==> src/rtl/mux8_rr_arbiter.sv <==
// Round-robin arbiter for a shared mux8 datapath: one-hot registered grant, mux select,
// and bounded hold time with preemption when other requesters are waiting.
`timescale 1ns / 1ps

module mux8_rr_arbiter #(
    parameter int unsigned HOLD_MAX = 15
) (
    input  logic       clk_i,
    input  logic       rst_ni,
    input  logic [7:0] req_i,
    output logic [7:0] gnt_o,
    output logic [2:0] sel_o,
    output logic       busy_o,
    output logic       preempt_o
);

    localparam bit         PreemptEn = (HOLD_MAX != 0);
    localparam logic [7:0] HoldLast  = 8'(HOLD_MAX - 1);

    typedef enum logic [0:0] {StIdle, StGrant} state_e;

    state_e     state_q, state_d;
    logic [7:0] gnt_q, gnt_d;
    logic [2:0] sel_q, sel_d;
    logic [2:0] ptr_q, ptr_d;
    logic [7:0] hold_q, hold_d;
    logic       preempt_q, preempt_d;

    logic [7:0] others;
    logic       owner_req;
    logic       timeout;
    logic [2:0] next_ptr;
    logic [2:0] win_idle;
    logic [2:0] win_hand;

    // First set bit of mask scanning upward from start, wrapping modulo 8.
    function automatic logic [2:0] arbitrate(input logic [7:0] mask, input logic [2:0] start);
        logic [2:0] idx;
        arbitrate = start;
        for (int i = 7; i >= 0; i--) begin
            idx = start + 3'(i);
            if (mask[idx]) begin
                arbitrate = idx;
            end
        end
    endfunction

    assign others    = req_i & ~gnt_q;
    assign owner_req = |(req_i & gnt_q);
    assign timeout   = PreemptEn && (hold_q == HoldLast) && (|others);
    assign next_ptr  = sel_q + 3'd1;
    assign win_idle  = arbitrate(req_i, ptr_q);
    assign win_hand  = arbitrate(others, next_ptr);

    always_comb begin
        state_d   = state_q;
        gnt_d     = gnt_q;
        sel_d     = sel_q;
        ptr_d     = ptr_q;
        hold_d    = hold_q;
        preempt_d = 1'b0;
        case (state_q)
            StIdle: begin
                if (|req_i) begin
                    state_d = StGrant;
                    gnt_d   = 8'b1 << win_idle;
                    sel_d   = win_idle;
                    hold_d  = 8'd0;
                end
            end
            StGrant: begin
                if (!owner_req || timeout) begin
                    ptr_d = next_ptr;
                    if (|others) begin
                        gnt_d     = 8'b1 << win_hand;
                        sel_d     = win_hand;
                        hold_d    = 8'd0;
                        // Owner still requesting means the release was forced.
                        preempt_d = owner_req;
                    end else begin
                        state_d = StIdle;
                        gnt_d   = 8'd0;
                    end
                end else if (hold_q != 8'hFF) begin
                    hold_d = hold_q + 8'd1;
                end
            end
            default: begin
                state_d = StIdle;
                gnt_d   = 8'd0;
            end
        endcase
    end

    always_ff @(posedge clk_i or negedge rst_ni) begin
        if (!rst_ni) begin
            state_q   <= StIdle;
            gnt_q     <= 8'd0;
            sel_q     <= 3'd0;
            ptr_q     <= 3'd0;
            hold_q    <= 8'd0;
            preempt_q <= 1'b0;
        end else begin
            state_q   <= state_d;
            gnt_q     <= gnt_d;
            sel_q     <= sel_d;
            ptr_q     <= ptr_d;
            hold_q    <= hold_d;
            preempt_q <= preempt_d;
        end
    end

    assign gnt_o     = gnt_q;
    assign sel_o     = sel_q;
    assign busy_o    = (state_q == StGrant);
    assign preempt_o = preempt_q;

endmodule

==> config.mk <==
export PLATFORM = sky130hd
export DESIGN_NAME = mux8_rr_arbiter
export DESIGN_NICKNAME = d
export VERILOG_FILES = /design/src/rtl/mux8_rr_arbiter.sv
export SDC_FILE = /design/constraint.sdc
export NUM_CORES = 1
export LEC_CHECK = 0
export CORE_ASPECT_RATIO = 0.6
export CORE_MARGIN = 2
export CORE_UTILIZATION = 50
export DETAILED_ROUTE_END_ITERATION = 6
export PLACE_DENSITY = 0.81
export REMOVE_ABC_BUFFERS = 1
export SETUP_SLACK_MARGIN = 0.4
export SLEW_MARGIN = 40
export SYNTH_ARGS = -nofsm -noshare
export SYNTH_HDL_FRONTEND = slang
export SYNTH_SLANG_ARGS = --single-unit
==> constraint.sdc <==
create_clock -name clk_i -period 4.4 [get_ports clk_i]
set_input_delay 0.88 -clock clk_i [delete_from_list [all_inputs] [get_ports clk_i]]
set_output_delay 0.88 -clock clk_i [all_outputs]
set_load 0.05 [all_outputs]
Word level (Yosys, flattened, before mapping)
Cells that the tools add are included.

storage, ports and cells
  output and inout bits = 13
  word-level logic and storage cells = 129
  register bits after elaboration = 24
  input bits = 10

operators by class
  reduce and logical (&&, ||, !) cells = 10
  multiplexer cells = 68
  $lt $le $gt $ge = 16
  equality and inequality tests = 7
  add/subtract/negate cells = 16
  shift operators = 2
  bitwise logic cells = 4

operators by type and width
  kind                 number
  $lt 3x4->1 const B   16
  $mux 3               19
  $mux 8               7
  $bmux 1 s3           16
  $pmux 8 s2           2
  $add 3x3->3 const B  8
  $reduce_or 8->1      3
  $mux 1               22
  $and 8x8->8          2
  $shl 1x3->8 const A  2
  $add 3x2->3 const B  4
  $add 3x1->3 const B  3
  $add 8x1->8 const B  1
  $eq 8x4->1 const B   1
  $ne 8x8->1 const B   1
  $not 8->8            1
  $pmux 3 s2           1
  $reduce_and 3->1     2
  $ne 2x1->1 const B   2
  $reduce_and 2->1     2
  $ne 3x1->1 const B   1
  $ne 3x2->1 const B   1
  $ne 2x2->1 const B   1
  $pmux 1 s2           1
  4 further kinds      4

Depth between registers and ports, before layout
Gate-level depths: netlist of the first run.

  depth in word-level cells = 16
  mapped depth = 13
  mapped depth without buffers = 10

Worst setup path after synthesis of the first run
OpenSTA, ideal clock, no wires.

  path type = register -> register
  from = reg sel_q[0] (netlist: sel_o[0])
  to = reg gnt_q[4] (netlist: gnt_o[4])
  library setup time = 0.080 ns
  required time = 4.320 ns
  path buffers = 3
  period minus slack after synthesis = 3.549 ns
  arrival time = 3.468 ns
  stages on the path, launching flop included = 13
  path slack = 0.851 ns
  cell sequence = dfrtp_1 inv_1 buf_6 ha_1 clkbuf_1 buf_2 mux4_2 mux2_2 a2111o_1 a31oi_4 xnor2_1 or2_1 o211ai_2

on the way
  longest elaborated chain between the ends = 16
  elaborated cells on any way between the ends = 36
  classes of those cells = 8 x add/sub; 1 x shift; 27 x mux

RTL lines
  element                       line  RTL
  start: declaration            24    logic [2:0] sel_q, sel_d;
  start signal: assignment      106   sel_q <= sel_d;
  $add 3x1->3 (*)               51    assign next_ptr = sel_q + 3'd1;
  net next_ptr[0]               32    logic [2:0] next_ptr;
  $add 3x3->3                   41    idx = start + 3'(i);
  $bmux 1 s3                    42    if (mask[idx]) begin
  $mux 1 (implied by the code)  42
  $mux 3 (7 in series)          42
  $mux 3 (*)                    42
  $shl 1x3->8 (*)               75    gnt_d = 8'b1 << win_hand;
  $mux 8 (*)                    74    if (|others) begin
  $mux 8 (*)                    72    if (!owner_req || timeout) begin
  $pmux 8 s2 (*)                62    case (state_q)
  end signal: assignment        105   gnt_q <= gnt_d;
  end: declaration              23    logic [7:0] gnt_q, gnt_d;

The timed path passes the listed nets; every way through them passes the cells marked *. The select of a mux whose other input is x is not followed.
A chain may end at the register's enable or synchronous reset.

Final worst setup path of the first run
  from = in req_i[6]
  to = reg gnt_q[1] (netlist: gnt_o[1])

on the way
  longest elaborated chain between the ends = 15
  elaborated cells on any way between the ends = 65
  classes of those cells = 2 x eq/ne; 2 x shift; 52 x mux; 2 x bitwise; 7 x reduce/logical

RTL lines
  element                       line  RTL
  start: declaration            10    input logic [7:0] req_i,
  $and 8x8->8                   48    assign others = req_i & ~gnt_q;
  $bmux 1 s3                    42
  $mux 1 (implied by the code)  42
  $mux 3 (8 in series)          42
  $shl 1x3->8                   75
  $mux 8                        74
  $mux 8                        72
  $pmux 8 s2                    62

Several ways; a longest one is shown, not always the timed one. The select of a mux whose other input is x is not followed.

==> key figures, run 1 <==
Run status
  – Status: completed

Synth
  – Number of synthesized flops with an enable pin: 0
  – Yosys reg bits: 24
  – Syn_area_per_cell: 9.17 um^2
  – Ys Warns: 0
  – Synth unique cells: 70
  – Synth Flop Type: dfrtp_1
  – Post-synth top area cell: dfrtp_1
  – Register area share after synthesis: 19.4%
  – Post-Syn Instances: 337
  – Synth top area share: 19.4%
  – Synth top area cells: dfrtp_1 (19%), mux4_2 (11%), mux2i_1 (7.1%), mux4_1 (6.8%), nand2_1 (3.6%)
  – FFs w/ async S/R, synth: 100%
  – Area of the mapped netlist: 3090 um^2
  – Top-count cell post-synth: nand2_1
  – Top cells by count, synth: nand2_1 (30), nor2_1 (27), dfrtp_1 (24)

Drt
  – WL final: 8400 um
  – DR vias/cell: 6.61
  – Antenna viol nets, final: 0
  – Via count: 2881
  – First-iteration detailed-routing DRC count: 317
  – Avg WL per Cell: 19.3 um
  – Initial DRT Pass Iterations: 5
  – DR DRC count: 0

Setup path
  – WS Path Type: input pin to register
  – R2R Setup Slk: 0.77 ns
  – Required @ worst endpoint: 4.58 ns
  – Reg2reg path depth: 10
  – Crit path top cell by count: mux2i_1
  – Crit path DAT: 3.90 ns
  – Startpoint Class: input pin
  – Critical R2R Capture: gnt_o[0]$_DFFE_PN0P_
  – Largest fanout on the critical path: 10
  – R2R Path Start: sel_o[0]$_DFFE_PN0P_
  – Slowest stage delay, CP: 0.58 ns
  – CP Capture Type: register
  – Critical path, cell by cell: clkdlybuf4s50_1 > mux4_1 > mux2i_1 > o21ai_0 > a21bo_2 > a31oi_1 > mux2i_1 > a32oi_1 > o21ai_1
  – Slowest CP cell: clkdlybuf4s50_1

Run
  – Max cap viols: 0

Global route
  – Number of global-route vias before repair: 2620
  – Largest net degree at the start of global routing: 26
  – Initial antenna violation count: 0
  – Total GRT Usage: 25.0%
  – First-pass GRT wire length: 13800 um
  – Gr ovfl total: 0

CTS
  – Num CTS Buffers: 3
  – Root Driver: clkbuf_8
  – Max Root-Sink Buffers: 2
  – Worst-skew pair later-pin latency: 0.26 ns
  – CTS resizes: 0
  – # clock sinks: 24
  – Cts hold-fix bufs: 0
  – Number of post-CTS setup repair buffers: 0
  – TritonCTS clock tree: done
  – H-tree Lvls: 1
  – Clock transition at the registers of the reported paths: 0.08 ns

Placed design
  – GP Congestion: 0.951
  – Port bufs: 22
  – DP HPWL: 6380 um

STA
  – Max Slew Vio Count: 0
  – Period utilization: 84.6%
  – Relative slew margins: 54.4%
  – Setup TNS Final: 0 ns
  – Final Hold Viols: 0
  – Unrepaired setup endpoints after global routing: false
  – Worst-Margin Slew: 0.675 ns
  – Clk_skew: 0.00530 ns
  – Setup Viol. Count Final: 0
  – Post-route minimum period: 3.72 ns
  – F_max: 269 MHz

Floorplanning
  – Die extent in x: 106 um
  – Die area: 6850 um^2
  – Die height: 64.9 um
  – CORE AREA: 6060 um^2
  – Placement Rows: 22
  – Initial Util: 51.1%
  – IO Count: 23

Hold path
  – Min-delay src: hold_q[4]$_DFFE_PN0P_
  – Hold EP: hold_q[4]$_DFFE_PN0P_
  – Worst min path class: register to register
  – Hold path depth: 2

Final layout
  – Layout cells sized above 1: 14.2%
  – Number of diodes: 0
  – Nets: 369
  – Synth-to-layout area growth: 10.8%
  – # fillers: 536
==> worst max-delay path, delay by kind of cell <==
| kind | cells | cell delay [ns] |
|---|---|---|
| buf+inv | 1 | 0.58 |
| mux | 3 | 1.43 |
| compound gates | 5 | 1.03 |
==> sequential cells by signal (all words and copies together) (netlist names) <==
signal and flops:
gnt_o 8, hold_q 8, ptr_q 3, sel_o 3
busy_o 1, preempt_o 1
==> how the worst max path moves through the flow <==
stage / from / endpoint / slack (ns)
6_report: req_i[6] / gnt_o[1]$_DFFE_PN0P_ / 0.68
5_1_grt: sel_o[0]$_DFFE_PN0P_ / gnt_o[0]$_DFFE_PN0P_ / 0.53
4_1_cts: sel_o[0]$_DFFE_PN0P_ / gnt_o[5]$_DFFE_PN0P_ / 0.75
3_5_place_dp: req_i[6] / gnt_o[1]$_DFFE_PN0P_ / 0.50
3_3_place_gp: req_i[7] / gnt_o[5]$_DFFE_PN0P_ / 0.59
2_1_floorplan: sel_o[0]$_DFFE_PN0P_ / gnt_o[5]$_DFFE_PN0P_ / 0.13
==> area by class of cell <==
cell class                      instances  area [um^2]  share of cell area [%]
Inverter                               13         48.8                    1.42
Clock buffer                            4         55.1                    1.61
Sequential cell                        24          601                    17.5
Tap cell                               84          105                    3.07
Timing Repair Buffer                   29          268                    7.81
Multi-Input combinational cell        282         2350                    68.6
==> kinds of logic (layout without fill, tap and decap cells) <==
kind of cell,count (synthesis),in the layout,synth area share (%)
simple gates,121,121,20.4
flops,24,24,19.4
xor+xnor,11,11,3.60
buf+inv,31,46,4.65
fa+ha+maj,6,6,2.43
mux,52,52,27.9
compound gates,92,92,21.6
==> placed cells by master (no fill, tap or decap), drive strengths merged, types with 3 or more instances in the layout <==
master / synthesis / final
nand2: 30 / 30
nor2: 27 / 27
o21ai: 26 / 26
dfrtp: 24 / 24
mux2i: 23 / 23
mux4: 23 / 23
clkdlybuf4s50: 0 / 21
nand2b: 14 / 14
inv: 13 / 13
nor2b: 10 / 10
a21oi: 9 / 9
nand3: 8 / 8
buf: 10 / 8
a22oi: 7 / 7
mux2: 6 / 6
xnor2: 6 / 6
o211ai: 6 / 6
ha: 6 / 6
nand3b: 5 / 5
xor2: 5 / 5
a31oi: 5 / 5
a211oi: 5 / 5
or2: 5 / 5
and3: 4 / 4
a32oi: 4 / 4
clkbuf: 8 / 4
nor4: 3 / 3
a211o: 3 / 3
o221ai: 3 / 3
nor3: 3 / 3
a221o: 3 / 3
and2: 3 / 3
a2111oi: 3 / 3
==> metrics by stage <==
stage | util, % | cells | setup slack, ns | instance area, um^2 | hold WS, ns
4_1_cts | 56.5 | 436 | 0.749 | 3420 | 0.568
5_1_grt | 56.6 | 436 | 0.533 | 3430 | 0.600
3_5_place_dp | 55.6 | 432 | 0.498 | 3370 | 0.550
6_report | 56.6 | 436 | 0.678 | 3430 | 0.562
2_1_floorplan | - | 319 | 0.129 | 3000 | 0.487
3_3_place_gp | 55.7 | 432 | 0.587 | 3370 | 0.532
==> layer usage <==
layer  GRT usage (%)  vias to the layer above  wire length [um]
li1                -                     1330                 -
met1            40.1                     1410              4160
met5               0                        -                 0
met2            36.4                      135              3590
met3            3.42                        6               616
met4            3.29                        0                38
Power of run 1 is not shown: default switching activity piles up to over one toggle a cycle in this logic, so the estimate is an artifact.
==> run 2, diff against run 1 <==
--- a/config.mk
+++ b/config.mk
@@ -9,7 +9,7 @@
 export CORE_MARGIN = 2
 export CORE_UTILIZATION = 50
 export DETAILED_ROUTE_END_ITERATION = 6
-export PLACE_DENSITY = 0.81
+export PLACE_DENSITY = 0.83
 export REMOVE_ABC_BUFFERS = 1
 export SETUP_SLACK_MARGIN = 0.4
 export SLEW_MARGIN = 40
==> constraint.sdc (replaced) <==
create_clock -name clk_i -period 3.4 [get_ports clk_i]
set_input_delay 0.68 -clock clk_i [delete_from_list [all_inputs] [get_ports clk_i]]
set_output_delay 0.68 -clock clk_i [all_outputs]
set_load 0.05 [all_outputs]
==> run 2 against run 1 <==
  * Clock skew is 0.0017 ns lower
  * Sequential share of layout area down 2.2 points
  * Via count is 9.9% higher
  * Global-route usage up 3.8 points
  * Design area is 15% higher
  * Utilization is 8.4 points higher
  * Wire length grew 13%
  * Setup slack worse by 0.19 ns
  * Non-clock buffer count increased by 51
  * Critical endpoint is now gnt_o[4]$_DFFE_PN0P_
  * Highest routed layer unchanged
==> key figures, run 2 (same netlist as run 1, synthesis figures left out) <==
Final layout
  – Synth-to-layout area growth: 27.2%
  – Commonest non-fill, non-tap cells in the layout: buf_4 (55), nand2_1 (30), nor2_1 (26)
  – Nets: 420
  – Fin area: 3930 um^2
  – Number of diodes: 0
  – Commonest non-fill, non-tap cell in the layout: buf_4
  – Layout cells sized above 1: 32.3%

Global route
  – Initial antenna violation count: 0
  – Number of global-route vias before repair: 3064
  – Gr ovfl total: 0
  – Total GRT Usage: 28.8%
  – Largest net degree at the start of global routing: 25
  – First-pass GRT wire length: 15800 um

STA
  – Setup Viol. Count Final: 0
  – Unrepaired setup endpoints after global routing: true
  – Final Hold Viols: 0
  – Setup TNS Final: 0 ns
  – Period utilization: 85.7%
  – Worst Setup Slack, final: 0.486 ns
  – F_max: 343 MHz
  – Hold_ws: 0.576 ns
  – Post-route minimum period: 2.91 ns
  – Max Slew Vio Count: 0
  – Clk_skew: 0.00362 ns
  – Relative slew margins: 58.8%
  – Worst-Margin Slew: 0.610 ns

Floorplanning
  – IO Count: 23
  – Die area: 6850 um^2
  – Die extent in x: 106 um
  – Placement Rows: 22
  – Initial Util: 51.1%
  – Die height: 64.9 um
  – CORE AREA: 6060 um^2

Placed design
  – DP HPWL: 7190 um
  – Placement Setup Slack: -0.120 ns
  – DP Area: 3720 um^2
  – GP Congestion: 0.989
  – Port bufs: 22

Drt
  – DR vias/cell: 6.50
  – Initial DRT Pass Iterations: 4
  – Via count: 3167
  – DR DRC count: 0
  – WL final: 9520 um
  – Avg WL per Cell: 19.6 um
  – Antenna viol nets, final: 0
  – First-iteration detailed-routing DRC count: 308

CTS
  – Root Driver: clkbuf_8
  – TritonCTS clock tree: done
  – H-tree Lvls: 1
  – Worst-skew pair later-pin latency: 0.27 ns
  – Num CTS Buffers: 3
  – Max Root-Sink Buffers: 2
  – Cts hold-fix bufs: 0
  – # clock sinks: 24
  – Clock transition at the registers of the reported paths: 0.09 ns

Setup path
  – R2R Path Start: sel_o[0]$_DFFE_PN0P_
  – Largest fanout on the critical path: 14
  – Setup crit start: sel_o[0]$_DFFE_PN0P_
  – CP Capture Type: register
  – Startpoint Class: register
  – Required @ worst endpoint: 3.60 ns
  – Slowest CP cell: a2111o_1
  – Crit path DAT: 3.12 ns
  – Slowest stage delay, CP: 0.46 ns
  – Critical path, cell by cell: inv_2 > ha_4 > buf_12 > mux4_2 > mux2_4 > a2111o_1 > a31oi_4 > xnor2_2 > or2_4 > o211ai_2
  – WS Path Type: register to register
  – R2R Setup Slk: 0.49 ns

Run status
  – Status: completed

Run
  – Max cap viols: 0

Hold path
  – Worst min path class: register to register
  – Min-delay src: hold_q[4]$_DFFE_PN0P_
[run 2: cell types whose count changed in the layout (fill, tap and decap cells not counted), moves of 3 or more]
cell / change
dfrtp_1: -3
dfrtp_2: +3
buf_4: +48
clkbuf_2: +7
clkdlybuf4s50_1: -7
[run 2: final timing paths]
path,to,cells after the start
worst min register to register,hold_q[4]$_DFFE_PN0P_,2
worst max register to register,gnt_o[4]$_DFFE_PN0P_,10
max in group asynchronous,sel_o[2]$_DFFE_PN0P_,2
worst min-delay path,hold_q[4]$_DFFE_PN0P_,2
worst max-delay path,gnt_o[4]$_DFFE_PN0P_,10
min in group asynchronous,hold_q[0]$_DFFE_PN0P_,2
[run 2: layer usage]
layer  share of wire (%)  wire [um]  track usage [%]  up-vias
li1                    -          -                -     1430
met1                  46       4340             42.4     1554
met2                  44       4200             45.0      167
met3                 9.0        861             4.73       16
met4                 1.3        123             5.92        0
met5                   0          0                0        -
[run 2: metrics by stage]
stage          instances  util [%]
6_report             487      65.0
5_1_grt              487      65.0
4_1_cts              485      63.2
3_5_place_dp         478      61.4
3_3_place_gp         478      61.4
2_1_floorplan        319         -
[run 2: area by class of cell]
cell class | instances | area, um^2
multi-input combinational | 282 | 2460
fill | 473 | 2120
timing repair buffer | 80 | 643
sequential | 24 | 604
tap | 84 | 105
inverter | 13 | 48.8
clock buffer | 3 | 41.3
clock inverter | 1 | 30.0
[run 2: repair_timing]
| item | in CTS | in global routing |
|---|---|---|
| setup endpoints to repair | 14 | 11 |
| buffers inserted | 3 | 2 |
| pin swaps | 1 | 7 |
| resized for setup | 16 | 44 |
[run 2: worst max-delay path: cells and delay by family (launching register included)]
kind / cells / cell delay [ns]
xor gates and xnor gates: 1 / 0.12
DFF: 1 / 0.42
and+or+nand+nor: 1 / 0.28
buffers and inverters: 2 / 0.21
muxes: 2 / 0.65
adders and majority gates: 1 / 0.32
AOI/OAI and AO/OA: 3 / 0.84
Power of run 2 is left out for the same reason.
==> run 3, diff against run 2 <==
--- a/config.mk
+++ b/config.mk
@@ -7,9 +7,9 @@
 export LEC_CHECK = 0
 export CORE_ASPECT_RATIO = 0.6
 export CORE_MARGIN = 2
-export CORE_UTILIZATION = 50
+export CORE_UTILIZATION = 40
 export DETAILED_ROUTE_END_ITERATION = 6
-export PLACE_DENSITY = 0.83
+export PLACE_DENSITY = 0.71
 export REMOVE_ABC_BUFFERS = 1
 export SETUP_SLACK_MARGIN = 0.4
 export SLEW_MARGIN = 40
==> run 3 against run 2 <==
  * First-iteration DRC count up 7.8%
  * Clock skew increased by 0.0014 ns
  * Hold slack got worse by 0.014 ns
  * Wire length rose by 6.7%
  * Setup slack worse by 0.036 ns
  * Sequential share of layout area down 0.98 points
  * Sequential cell count unchanged
  * Register-to-register slack barely moved
  * Global-route usage decreased by 4.8 points
  * Maximum frequency decreased by 1.2%
  * Largest cell class unchanged
==> key figures, run 3 (same netlist as run 1, synthesis figures left out) <==
Run status
  – Status: completed

Floorplanning
  – Die extent in x: 118 um
  – Die height: 72.1 um
  – Die area: 8470 um^2
  – IO Count: 23
  – CORE AREA: 7390 um^2
  – Placement Rows: 24
  – Initial Util: 41.9%

CTS
  – Worst-skew pair later-pin latency: 0.26 ns
  – # clock sinks: 24
  – Root Driver: clkbuf_16
  – Num CTS Buffers: 3
  – TritonCTS clock tree: done
  – Clock transition at the registers of the reported paths: 0.07 ns
  – Max Root-Sink Buffers: 2
  – H-tree Lvls: 1

Setup path
  – WS Path Type: input pin to register
  – CP Capture Type: register
  – Crit path DAT: 3.13 ns
  – Startpoint Class: input pin
  – Largest fanout on the critical path: 4
  – Required @ worst endpoint: 3.58 ns

Hold path
  – Worst min path class: register to register

Final layout
  – Synth-to-layout area growth: 35.0%
  – Layout cells sized above 1: 35.7%
  – Commonest non-fill, non-tap cells in the layout: buf_4 (68), nand2_1 (28), nor2_1 (26), dfrtp_1 (24)
  – Nets: 434
  – # fillers: 682
  – Commonest non-fill, non-tap cell in the layout: buf_4
  – Number of diodes: 0

STA
  – Setup Viol. Count Final: 0
  – Worst Setup Slack, final: 0.450 ns
  – Post-route minimum period: 2.95 ns
  – Max Slew Vio Count: 0
  – F_max: 339 MHz
  – Relative slew margins: 66.4%
  – Hold_ws: 0.562 ns
  – Final Hold Viols: 0
  – Setup TNS Final: 0 ns
  – Worst-Margin Slew: 0.502 ns
  – Period utilization: 86.8%
  – Clk_skew: 0.00497 ns
  – Unrepaired setup endpoints after global routing: true

Global route
  – Largest net degree at the start of global routing: 25
  – Gr ovfl total: 0
  – Total GRT Usage: 24.1%
  – Initial antenna violation count: 0
  – Number of global-route vias before repair: 3124
  – First-pass GRT wire length: 16300 um

Placed design
  – GP Congestion: 1.01
  – Port bufs: 22
  – Placement Setup Slack: -0.127 ns
  – DP HPWL: 7520 um

Drt
  – Avg WL per Cell: 19.5 um
  – DR vias/cell: 6.05
  – First-iteration detailed-routing DRC count: 332
  – Initial DRT Pass Iterations: 7
  – DR DRC count: 0
  – WL final: 10200 um
  – Via count: 3151
  – Antenna viol nets, final: 0

Run
  – Max cap viols: 0
## run 3: changes by cell type in the layout (fill, tap and decap cells not counted), moves of 4 or more
cell | before | now
mux2i_1 | 21 | 17
mux2i_2 | 1 | 5
buf_4 | 55 | 68
mux4_2 | 17 | 21
mux4_1 | 6 | 2
dlygate4sd2_1 | 1 | 5
clkbuf_2 | 7 | 3
## run 3: layer usage
| layer | vias up | global-route usage (%) | part of all wire [%] |
|---|---|---|---|
| met5 | - | 0 | 0 |
| met4 | 0 | 2.81 | 0.72 |
| met3 | 10 | 4.32 | 6.6 |
| met2 | 116 | 37.4 | 44 |
| met1 | 1576 | 36.3 | 49 |
| li1 | 1449 | - | - |
## run 3: stage by stage
step	instances	area (um^2)	util, %
3_3_place_gp	511	3840	52.0
2_1_floorplan	319	3000	-
6_report	521	4180	56.5
3_5_place_dp	511	3840	52.0
5_1_grt	521	4180	56.5
4_1_cts	517	4050	54.8
## run 3: timing repair
item	CTS	global route
hold buffers	0	0
pin swaps	4	11
buffers inserted	2	4
endpoints found under the setup margin	13	11
resized for setup	28	37
## run 3: worst max-delay path: stages
cell and delay, ns:
dlygate4sd2_1 0.30, nor2b_1 0.17, buf_4 0.15, mux2i_1 0.16, buf_4 0.15, o21ai_0 0.07
mux4_2 0.50, a31oi_2 0.19, o22ai_2 0.15, or3b_4 0.42, o211ai_1 0.19
## run 3: final timing paths
| kind | from | endpoint | slack [ns] | cells past startpoint |
|---|---|---|---|---|
| setup / recovery | req_i[0] | gnt_o[6]$_DFFE_PN0P_ | 0.45 | 11 |
| hold / removal | hold_q[4]$_DFFE_PN0P_ | hold_q[4]$_DFFE_PN0P_ | 0.56 | 2 |
| setup reg to reg | sel_o[0]$_DFFE_PN0P_ | gnt_o[6]$_DFFE_PN0P_ | 0.48 | 10 |
| hold reg to reg | hold_q[4]$_DFFE_PN0P_ | hold_q[4]$_DFFE_PN0P_ | 0.56 | 2 |
| max in group asynchronous | rst_ni | hold_q[1]$_DFFE_PN0P_ | 2.38 | 2 |
| min in group asynchronous | rst_ni | hold_q[5]$_DFFE_PN0P_ | 0.77 | 2 |
## run 3: final cells by class
class | instances | area [um^2] | share of cell area [%]
clock inverters | 1 | 30.0 | 0.719
well taps | 104 | 130 | 3.12
flip-flops and latches | 24 | 601 | 14.4
repair buffers | 94 | 776 | 18.6
clock buffers | 3 | 75.1 | 1.80
inverters | 13 | 48.8 | 1.17
multi-input cells | 282 | 2510 | 60.2
Power of run 3 is left out for the same reason.
